[src/rtl/mips_main_control.sv]
// Multi-cycle MIPS main control FSM: steps each instruction through its states and
// drives datapath enables, mux selects and ALUop. Define MIPS_BNE_EN to add bne support.
module mips_main_control (
   input  logic       clk,
   input  logic       rst_n,
   input  logic [5:0] op,
   input  logic       zero,
   output logic       mem_write,
   output logic       ir_write,
   output logic       pc_en,
   output logic [1:0] pc_src,
   output logic       alu_src_a,
   output logic [1:0] alu_src_b,
   output logic       iord,
   output logic       reg_write,
   output logic       reg_dst,
   output logic       mem_to_reg,
   output logic [1:0] alu_op,
   output logic [3:0] state,
   output logic       instr_done,
   output logic       illegal_op
);

   localparam logic [5:0] OP_RTYPE = 6'b000000;
   localparam logic [5:0] OP_LW    = 6'b100011;
   localparam logic [5:0] OP_SW    = 6'b101011;
   localparam logic [5:0] OP_BEQ   = 6'b000100;
   localparam logic [5:0] OP_ADDI  = 6'b001000;
   localparam logic [5:0] OP_J     = 6'b000010;
`ifdef MIPS_BNE_EN
   localparam logic [5:0] OP_BNE   = 6'b000101;
`endif

   typedef enum logic [3:0] {
      S_FETCH   = 4'd0,
      S_DECODE  = 4'd1,
      S_MEMADR  = 4'd2,
      S_MEMRD   = 4'd3,
      S_MEMWB   = 4'd4,
      S_MEMWR   = 4'd5,
      S_RTYPEEX = 4'd6,
      S_RTYPEWB = 4'd7,
      S_BEQEX   = 4'd8,
      S_ADDIEX  = 4'd9,
      S_ADDIWB  = 4'd10,
      S_JEX     = 4'd11,
      S_BNEEX   = 4'd12
   } state_t;

   state_t state_reg, state_next;
   logic   pc_write, branch, branch_ne;

   always_ff @(posedge clk or negedge rst_n) begin
      if (!rst_n) state_reg <= S_FETCH;
      else        state_reg <= state_next;
   end

   assign state = state_reg;

   always_comb begin
      state_next = S_FETCH;
      mem_write  = 1'b0;
      ir_write   = 1'b0;
      pc_write   = 1'b0;
      branch     = 1'b0;
      branch_ne  = 1'b0;
      pc_src     = 2'b00;
      alu_src_a  = 1'b0;
      alu_src_b  = 2'b00;
      iord       = 1'b0;
      reg_write  = 1'b0;
      reg_dst    = 1'b0;
      mem_to_reg = 1'b0;
      alu_op     = 2'b00;
      instr_done = 1'b0;
      illegal_op = 1'b0;
      case (state_reg)
         S_FETCH: begin
            alu_src_b  = 2'b01;
            ir_write   = 1'b1;
            pc_write   = 1'b1;
            state_next = S_DECODE;
         end
         S_DECODE: begin
            alu_src_b = 2'b11;
            case (op)
               OP_LW, OP_SW: state_next = S_MEMADR;
               OP_RTYPE:     state_next = S_RTYPEEX;
               OP_BEQ:       state_next = S_BEQEX;
               OP_ADDI:      state_next = S_ADDIEX;
               OP_J:         state_next = S_JEX;
`ifdef MIPS_BNE_EN
               OP_BNE:       state_next = S_BNEEX;
`endif
               default: begin
                  illegal_op = 1'b1;
                  instr_done = 1'b1;
               end
            endcase
         end
         S_MEMADR: begin
            alu_src_a  = 1'b1;
            alu_src_b  = 2'b10;
            state_next = (op == OP_SW) ? S_MEMWR : S_MEMRD;
         end
         S_MEMRD: begin
            iord       = 1'b1;
            state_next = S_MEMWB;
         end
         S_MEMWB: begin
            mem_to_reg = 1'b1;
            reg_write  = 1'b1;
            instr_done = 1'b1;
         end
         S_MEMWR: begin
            iord       = 1'b1;
            mem_write  = 1'b1;
            instr_done = 1'b1;
         end
         S_RTYPEEX: begin
            alu_src_a  = 1'b1;
            alu_op     = 2'b10;
            state_next = S_RTYPEWB;
         end
         S_RTYPEWB: begin
            reg_dst    = 1'b1;
            reg_write  = 1'b1;
            instr_done = 1'b1;
         end
         S_ADDIEX: begin
            alu_src_a  = 1'b1;
            alu_src_b  = 2'b10;
            state_next = S_ADDIWB;
         end
         S_ADDIWB: begin
            reg_write  = 1'b1;
            instr_done = 1'b1;
         end
         S_BEQEX: begin
            alu_src_a  = 1'b1;
            alu_op     = 2'b01;
            pc_src     = 2'b01;
            branch     = 1'b1;
            instr_done = 1'b1;
         end
`ifdef MIPS_BNE_EN
         S_BNEEX: begin
            alu_src_a  = 1'b1;
            alu_op     = 2'b01;
            pc_src     = 2'b01;
            branch     = 1'b1;
            branch_ne  = 1'b1;
            instr_done = 1'b1;
         end
`endif
         S_JEX: begin
            pc_src     = 2'b10;
            pc_write   = 1'b1;
            instr_done = 1'b1;
         end
         default: ;
      endcase

      // branch_ne flips the taken sense so bne reuses the beq datapath
      pc_en = pc_write | (branch & (zero ^ branch_ne));

      if (!rst_n) begin
         mem_write  = 1'b0;
         ir_write   = 1'b0;
         pc_en      = 1'b0;
         pc_src     = 2'b00;
         alu_src_a  = 1'b0;
         alu_src_b  = 2'b00;
         iord       = 1'b0;
         reg_write  = 1'b0;
         reg_dst    = 1'b0;
         mem_to_reg = 1'b0;
         alu_op     = 2'b00;
         instr_done = 1'b0;
         illegal_op = 1'b0;
      end
   end

endmodule

[config.mk]
export PLATFORM = sky130hd
export DESIGN_NAME = mips_main_control
export DESIGN_NICKNAME = d
export VERILOG_FILES = /design/src/rtl/mips_main_control.sv
export SDC_FILE = /design/constraint.sdc
export NUM_CORES = 1
export LEC_CHECK = 0
export BUFFER_PORTS_ARGS = -buffer_cell sky130_fd_sc_hd__buf_2
export CAP_MARGIN = 10
export CORE_AREA = 2 2 39 41
export CTS_CLUSTER_SIZE = 12
export DETAILED_ROUTE_END_ITERATION = 10
export DIE_AREA = 0 0 41 43
export GPL_TIMING_DRIVEN = 0
export PLACE_DENSITY_LB_ADDON = 0.2
export SLEW_MARGIN = 20
export SYNTH_ARGS = -nofsm -noshare
export SYNTH_HDL_FRONTEND = slang
export SYNTH_SLANG_ARGS = --single-unit
[constraint.sdc]
create_clock -name clk -period 1.8 [get_ports clk]
set_input_delay 0.27 -clock clk [delete_from_list [all_inputs] [get_ports clk]]
set_output_delay 0.27 -clock clk [all_outputs]
set_load 0.01 [all_outputs]
; ---- Word level (Yosys, flattened, before mapping)
; Index checks and enable logic that the tools add are counted.
; Widths: inputs -> output; s select.
[word_totals]
n_memories = 0
mem_bits_rw = 0
latch_bits = 0
rom_bits = 0
register_bits = 4
[op_classes]
bitwise = 2
reduce_logical = 10
shift = 0
eq_ne = 16
div_mod_pow = 0
multipliers = 0
magnitude_cmp = 0
muxes = 31
addsub = 0
[ops]
columns = cell, n
row1 = $pmux 4 s6, 1
row2 = $mux 1, 21
row3 = $pmux 4 s5, 1
row4 = $eq 4x3->1 const B, 4
row5 = $eq 4x4->1 const B, 4
row6 = $eq 6x6->1 const B, 2
row7 = $reduce_or 6->1, 2
row8 = $eq 4x2->1 const B, 2
row9 = $pmux 2 s2, 2
row10 = $reduce_or 2->1, 4
row11 = $eq 6x2->1 const B, 1
row12 = $eq 6x3->1 const B, 1
row13 = $eq 6x4->1 const B, 1
row14 = $logic_not 6->1, 1
row15 = $mux 2, 3
row16 = $pmux 2 s3, 1
row17 = $eq 4x1->1 const B, 1
row18 = $logic_not 4->1, 1
row19 = $reduce_or 4->1, 1
row20 = $mux 3, 1
row21 = $reduce_or 3->1, 1
row22 = $pmux 1 s2, 1
row23 = $and 1x1->1, 1
row24 = $or 1x1->1, 1

; ---- Logic depth before layout (Yosys ltp)
; Gate-level depths: netlist of run 1.
[depth]
word_depth = 5
depth_mapped = 4
mapped_depth_nobuf = 3

; ---- Worst setup path before layout of run 1
; No wires, ideal clock.
[synth_path]
path_kind = flip-flop to output port
start = register state_reg[3], in the netlist state[3]
end = output port instr_done
path_buffers = 0
t_arrival_ns = 1.397
slack_ns = 0.133
stages_incl_launch_ff = 4
required_ns = 1.530
cell_sequence = dfrtp_1 > or3b_1 > or2_0 > o32ai_1
[synth_via]
elab_chain_len = 4
[synth_lines]
columns = element, line_no
row1 = "start, declared", 50  ; state_t state_reg, state_next;
row2 = "start signal, assigned", 55  ; else state_reg <= state_next;
row3 = $eq 4x4->1 or $eq 4x3->1 (tied branches), 77  ; case (state_reg)
row4 = $reduce_or 6->1 (no line), --
row5 = $pmux 1 s2 *, 77
row6 = $mux 1 *, 167  ; if (!rst_n) begin
row7 = "end, declared", 20  ; output logic instr_done,
; Every way passes the cells marked *; elsewhere a longest branch is shown, timed or not.

; ---- Worst setup path in the final report of run 1
[layout_path]
start = register state_reg[2], in the netlist state[2]
end = output port instr_done
; The elaborated chain is that of the path after synthesis.

==> impl_metrics.csv, run 1 <==
group,metric,value,unit
sta,slew_headroom,81.34,%
global_route,grt_pass1_wl,2346,um
routing,drt_iter0_markers,14,
pwr,p_leak,0.3709,nW
routing,wire_per_inst,12.12,um
setup_path,arrival,1600,ps
floorplanning,core_area,1384,um2
global_route,grt_max_degree,11,
floorplanning,die-area,1763,um2
cells_and_area,final_common_cell,"buf_2",
cells_and_area,largest_reg_flops,4,
place,place.gp.congestion,0.8453,
cts,path_clk_slew,40,ps
routing,drt-total-wl,1479,um
cells_and_area,syn_to_final_growth,54.04,%
cts,clkLatencyLatePin,230,ps
setup_path,worstRegToRegCells,3,
global_route,grt_pass1_vias,550,
logic_synthesis,synth_cell_types,32,
cells_and_area,drive_gt1_share,48.11,%
status,status,"finished, violations left",
logic_synthesis,synth_seq_cells,4,
logic_synthesis,syn_nets,79,
pwr,vdd_drop_max,0.0005893,V
job,drv_cap,0,
sta,fmax,534.4,MHz
logic_synthesis,synth_area_leaders,"dfrtp_1 (20%), nor3_1 (9.1%), nor2_1 (7.6%)",
routing,firstDrtPassIters,4,
cells_and_area,final_nets,117,
setup_path,cp-startpoint,"state[2]$_DFF_PN0_",
place,dpl.cell_count,114,
logic_synthesis,syn_area,495.5,um2
sta,layout_setup_ws,-71.15,ps
sta,period_needed,1871,ps
sta,final_max_slew_viol_count,0,
hold_path,hold-path-cell-count,4,
routing,vias,643,
logic_synthesis,synth_top_area_cell,"dfrtp_1",
global_route,grt_remaining_overflow,0,
setup_path,end_kind,"output pin",
cts,clockBufferDepth,2,
hold_path,holdCritPathClass,"in2reg",
sta,worst_pin_slew,278.9,ps
place,portBuffers,28,
status,violations,"negative setup slack",
pwr,power.density,1043,nW/um2
sta,skew,3.272,ps
floorplanning,die_h,43,um
global_route,grt_usage,19.32,%
sta,rsz0062_at_grt,"yes",
cells_and_area,fill_cells,145,
logic_synthesis,ys_warn_count,0,
routing,remaining_drc_errors,0,
setup_path,crit_fanout,4,
cells_and_area,mostFrequentLayoutCells,"buf_2 (29), nor2_1 (8), nor3_1 (8)",
floorplanning,row_count,14,
sta,post-route-period-util,104.0,%
logic_synthesis,ys_seq_area_share,20.20,%
cts,clock-root-buffer,"clkbuf_4",
floorplanning,pin_count,29,
cts,cts_sinks,4,
routing,avgViaCountPerCell,5.270,
global_route,antenna_found_initial,0,
hold_path,min_from,"op[4]",
setup_path,critPathKind,"reg2out",
routing,postRouteAntennaNets,0,
setup_path,r2r_start,"state[2]$_DFF_PN0_",
setup_path,required,1530,ps
sta,finalSetupViolations,2,
cts,htreeDepth,1,
cells_and_area,n_antenna_cell,0,
cts,cts_tree,"built",
logic_synthesis,synth_top_area_share,20.20,%
place,hpwlAfterDp,1095,um
setup_path,cp-start-kind,"flip-flop",
floorplanning,die_w,41,um
floorplanning,initial_core_util,35.80,%
sta,hold_viol,0,
sta,tns,-72.42,ps
cts,numCtsBuffers,3,
cells_and_area,finalNonFillerCells,122,
logic_synthesis,syn_inst,70,
logic_synthesis,avgSynthCellArea,7.078,um2
## Yosys cell counts
library cell,instances
o32ai_1,1
a21oi_1,2
o31ai_2,1
dfrtp_1,4
inv_1,3
or4_4,1
nor2b_1,4
a221oi_1,1
nand2b_1,3
nand3_1,3
nor3_1,9
or2_0,1
nand2_1,4
xnor2_1,2
o21a_1,3
xor2_1,1
or4_1,1
and4bb_1,1
a22oi_1,1
o21ai_0,1
and3_1,1
nor3b_1,1
buf_1,1
a221o_1,1
buf_2,1
nor4_1,1
a211oi_1,1
a311oi_1,2
o31a_1,1
nor2_1,10
clkbuf_1,2
or3b_1,1
## metal layers
| metal | vias to the layer above | wire [um] | GRT usage, % |
|---|---|---|---|
| met1 | 288 | 619 | 23.62 |
| met3 | 2 | 89 | 5.759 |
| met5 | - | 0 | 0 |
| met2 | 22 | 755 | 30.63 |
| li1 | 331 | - | - |
| met4 | 0 | 14 | 6.667 |
## critical path, stage by stage (launching register included)
cell and delay [ps]:
dfrtp_1 400, or3b_4 380, or2_4 240, o32ai_2 180
buf_2 170
## through the flow
| step | utilization (%) | worst slack, ps | instance area (um2) | power, mW | hold slack, ps |
|---|---|---|---|---|---|
| 5_1_grt | 55.15 | -145.8 | 763.2 | 0.8774 | 413.5 |
| 3_3_place_gp | 47.38 | -11.62 | 655.6 | 0.5993 | 122.5 |
| 4_1_cts | 52.08 | -99.74 | 720.7 | 0.7408 | 386.6 |
| 6_report | 55.15 | -71.15 | 763.2 | 0.7964 | 387.5 |
| 3_5_place_dp | 47.38 | 5.601 | 655.6 | 0.6071 | 125.3 |
| 2_1_floorplan | - | 132.8 | 495.5 | 0.4517 | -25.59 |
## what timing repair did
item                                    in CTS  in global routing
endpoints found under the hold margin        4                  0
hold buffers                                 1                  0
cloned                                       0                  0
buffers inserted                             3                  1
endpoints found under the setup margin       5                 12
pin swaps                                    0                  1
resized for setup                            6                 19
## final timing paths
check | end | slack [ps]
max in group asynchronous | state[1]$_DFF_PN0_ | 1100
max reg2reg | state[2]$_DFF_PN0_ | 570
min | state[0]$_DFF_PN0_ | 390
min reg2reg | state[0]$_DFF_PN0_ | 680
max | instr_done | -70
min in group asynchronous | state[2]$_DFF_PN0_ | 510
## logic make-up after synthesis
kind of cell / synth area share [%]
and+or+nand+nor: 44.95
xor gates and xnor gates: 5.304
DFF: 20.20
AOI/OAI and AO/OA: 23.99
buffers and inverters: 5.554
## power breakdown
part	switching [mW]	internal, mW	total [mW]
logic	0.289	0.253	0.542
registers	0.0322	0.116	0.148
clock network	0.0324	0.0743	0.107
## final cells by class
type / count / area, um2 / share of cell area [%]
multi-input cells: 59 / 400.4 / 52.46
repair buffers: 33 / 180.2 / 23.61
flip-flops and latches: 4 / 101.3 / 13.28
plain buffers: 4 / 27.53 / 3.607
clock buffers: 3 / 22.52 / 2.951
well taps: 16 / 20.02 / 2.623
inverters: 3 / 11.26 / 1.475
Note: power is estimated with default switching activity, not from simulation.
==> inputs of run 2 (changes only) <==
--- a/config.mk
+++ b/config.mk
@@ -7,10 +7,10 @@
 export LEC_CHECK = 0
 export BUFFER_PORTS_ARGS = -buffer_cell sky130_fd_sc_hd__buf_2
 export CAP_MARGIN = 10
-export CORE_AREA = 2 2 39 41
+export CORE_MARGIN = 1.5
+export CORE_UTILIZATION = 38
 export CTS_CLUSTER_SIZE = 12
 export DETAILED_ROUTE_END_ITERATION = 10
-export DIE_AREA = 0 0 41 43
 export GPL_TIMING_DRIVEN = 0
 export PLACE_DENSITY_LB_ADDON = 0.2
 export SLEW_MARGIN = 20
==> constraint.sdc (replaced) <==
create_clock -name clk -period 1.8 [get_ports clk]
set_input_delay 0.36 -clock clk [delete_from_list [all_inputs] [get_ports clk]]
set_output_delay 0.36 -clock clk [all_outputs]
set_load 0.01 [all_outputs]
==> run 2 against run 1 <==
Net effect: the flow still finishes with violations (negative setup slack); flip-flop and latch count did not move; combinational power rose by 4.2%; die area fell by 13%; wire length rose by 4.7%; final area fell by 0.49%.
==> impl_metrics.csv, run 2 (synthesized netlist as in run 1, its figures left out) <==
group,metric,value,unit
pwr,seqPwrFrac,18.3,%
sta,skew,3.925,ps
cells_and_area,ff_latch_area,101.3,um2
cts,numCtsBuffers,3,
setup_path,cp-start-kind,"flip-flop",
global_route,grt_remaining_overflow,0,
setup_path,critPathKind,"reg2out",
routing,vias,662,
cells_and_area,final_nets,115,
setup_path,r2r_slack,560,ps
cells_and_area,n_antenna_cell,0,
floorplanning,row_count,12,
place,portBuffers,28,
place,place.gp.congestion,0.8397,
setup_path,crit_fanout,4,
cts,clkLatencyLatePin,230,ps
pwr,p_leak,0.3607,nW
sta,hold_viol,0,
cts,clockBufferDepth,2,
setup_path,end_kind,"output pin",
cells_and_area,mostFrequentLayoutCells,"buf_2 (28), nor2_1 (8), nor3_1 (8)",
hold_path,hold-path-cell-count,4,
sta,post-route-period-util,113.7,%
global_route,grt_pass1_wl,2125,um
sta,worst_pin_slew,297.7,ps
place,pre_cts_ws,-177.2,ps
setup_path,worstRegToRegCells,3,
pwr,switchingPower,0.3703,mW
sta,slew_headroom,80.12,%
sta,rsz0062_at_grt,"yes",
routing,avgViaCountPerCell,5.610,
pwr,p_comb_share,68.3,%
job,drv_cap,0,
floorplanning,pin_count,29,
floorplanning,die_w,39.11,um
sta,finalSetupViolations,8,
cells_and_area,finalNonFillerCells,118,
pwr,switching_share,44.82,%
routing,wire_per_inst,13.12,um
setup_path,required,1440,ps
pwr,vdd_drop_max,0.0007440,V
cells_and_area,final_common_cell,"buf_2",
place,hpwlAfterDp,1028,um
pwr,power.density,1088,nW/um2
global_route,grt_usage,20.76,%
floorplanning,core_area,1156,um2
global_route,grt_max_degree,11,
status,status,"finished, violations left",
cts,cts_tree,"built",
sta,final_max_slew_viol_count,0,
routing,firstDrtPassIters,4,
global_route,grt_pass1_vias,518,
pwr,clkPwrFrac,13.4,%
sta,fmax,488.5,MHz
status,violations,"negative setup slack",
pwr,intPower,0.4559,mW
cells_and_area,largest_reg_flops,4,
routing,postRouteAntennaNets,0,
cts,cts_sinks,4,
cells_and_area,drive_gt1_share,46.15,%
setup_path,arrival,1690,ps
place,dpl.cell_count,112,
cts,htreeDepth,1,
floorplanning,initial_core_util,42.86,%
cells_and_area,fill_cells,111,
hold_path,holdCritPathClass,"in2reg",
global_route,antenna_found_initial,0,
routing,drt_iter0_markers,18,
sta,period_needed,2047,ps
routing,remaining_drc_errors,0,
cells_and_area,multi_input_area,400.4,um2
floorplanning,die_h,39.11,um
routing,drt-total-wl,1548,um
floorplanning,die-area,1530,um2
cells_and_area,syn_to_final_growth,53.28,%
cts,clock-root-buffer,"clkbuf_4",
sta,layout_setup_ws,-247.0,ps
cts,path_clk_slew,40,ps
==> run 2: worst paths after layout <==
kind	start	endpoint
worst max-delay path	state[2]$_DFF_PN0_	instr_done
worst min-delay path	op[4]	state[0]$_DFF_PN0_
worst max register to register	state[1]$_DFF_PN0_	state[1]$_DFF_PN0_
worst min register to register	state[3]$_DFF_PN0_	state[0]$_DFF_PN0_
max in group asynchronous	rst_n	state[1]$_DFF_PN0_
min in group asynchronous	rst_n	state[2]$_DFF_PN0_
==> run 2: critical path, stage by stage, from the launching register on <==
cell,delay [ps]
dfrtp_1,400
or3b_4,390
or2_4,250
o32ai_2,240
buf_2,170
==> run 2: power groups by stage <==
stage | sequential (mW) | combinational, mW | clock, mW
2_1_floorplan | 0.152 | 0.300 | 0
3_3_place_gp | 0.146 | 0.451 | 0
3_5_place_dp | 0.145 | 0.460 | 0
4_1_cts | 0.145 | 0.490 | 0.116
5_1_grt | 0.157 | 0.609 | 0.127
6_report | 0.151 | 0.565 | 0.110
==> run 2: layout make-up <==
cell class | count | share of cell area, %
Clock buffer | 3 | 2.965
Multi-Input combinational cell | 59 | 52.72
Buffer | 3 | 3.954
Inverter | 3 | 1.483
Sequential cell | 4 | 13.34
Timing Repair Buffer | 32 | 23.23
Tap cell | 14 | 2.306
==> run 2: timing repair <==
action / in CTS / in global routing
buffers inserted: 1 / 2
pin swaps: 1 / 2
hold endpoints to repair: 4 / 0
endpoints found under the setup margin: 13 / 15
gates cloned: 0 / 0
hold buffers: 1 / 0
gates resized for setup: 7 / 15
==> run 2: per-layer routing <==
metal | up-vias | GRT usage, % | routed length, um
li1 | 327 | - | -
met1 | 311 | 23.53 | 704
met2 | 24 | 37.92 | 776
met3 | 0 | 5.202 | 67
met4 | 0 | 5.172 | 0
met5 | - | 0 | 0
==> run 2: per-stage QoR <==
step           area [um2]  util [%]  total power [mW]  TNS (ps)  hold WS [ps]
4_1_cts             706.9     61.15            0.7511    -742.1         463.2
3_5_place_dp        653.1     56.49            0.6048    -244.6         213.5
6_report            759.5     65.69            0.8263    -749.8         464.1
5_1_grt             759.5     65.69            0.8931     -1592         488.4
2_1_floorplan       495.5         -            0.4517         0         64.41
3_3_place_gp        653.1     56.49            0.5972    -245.5         210.4
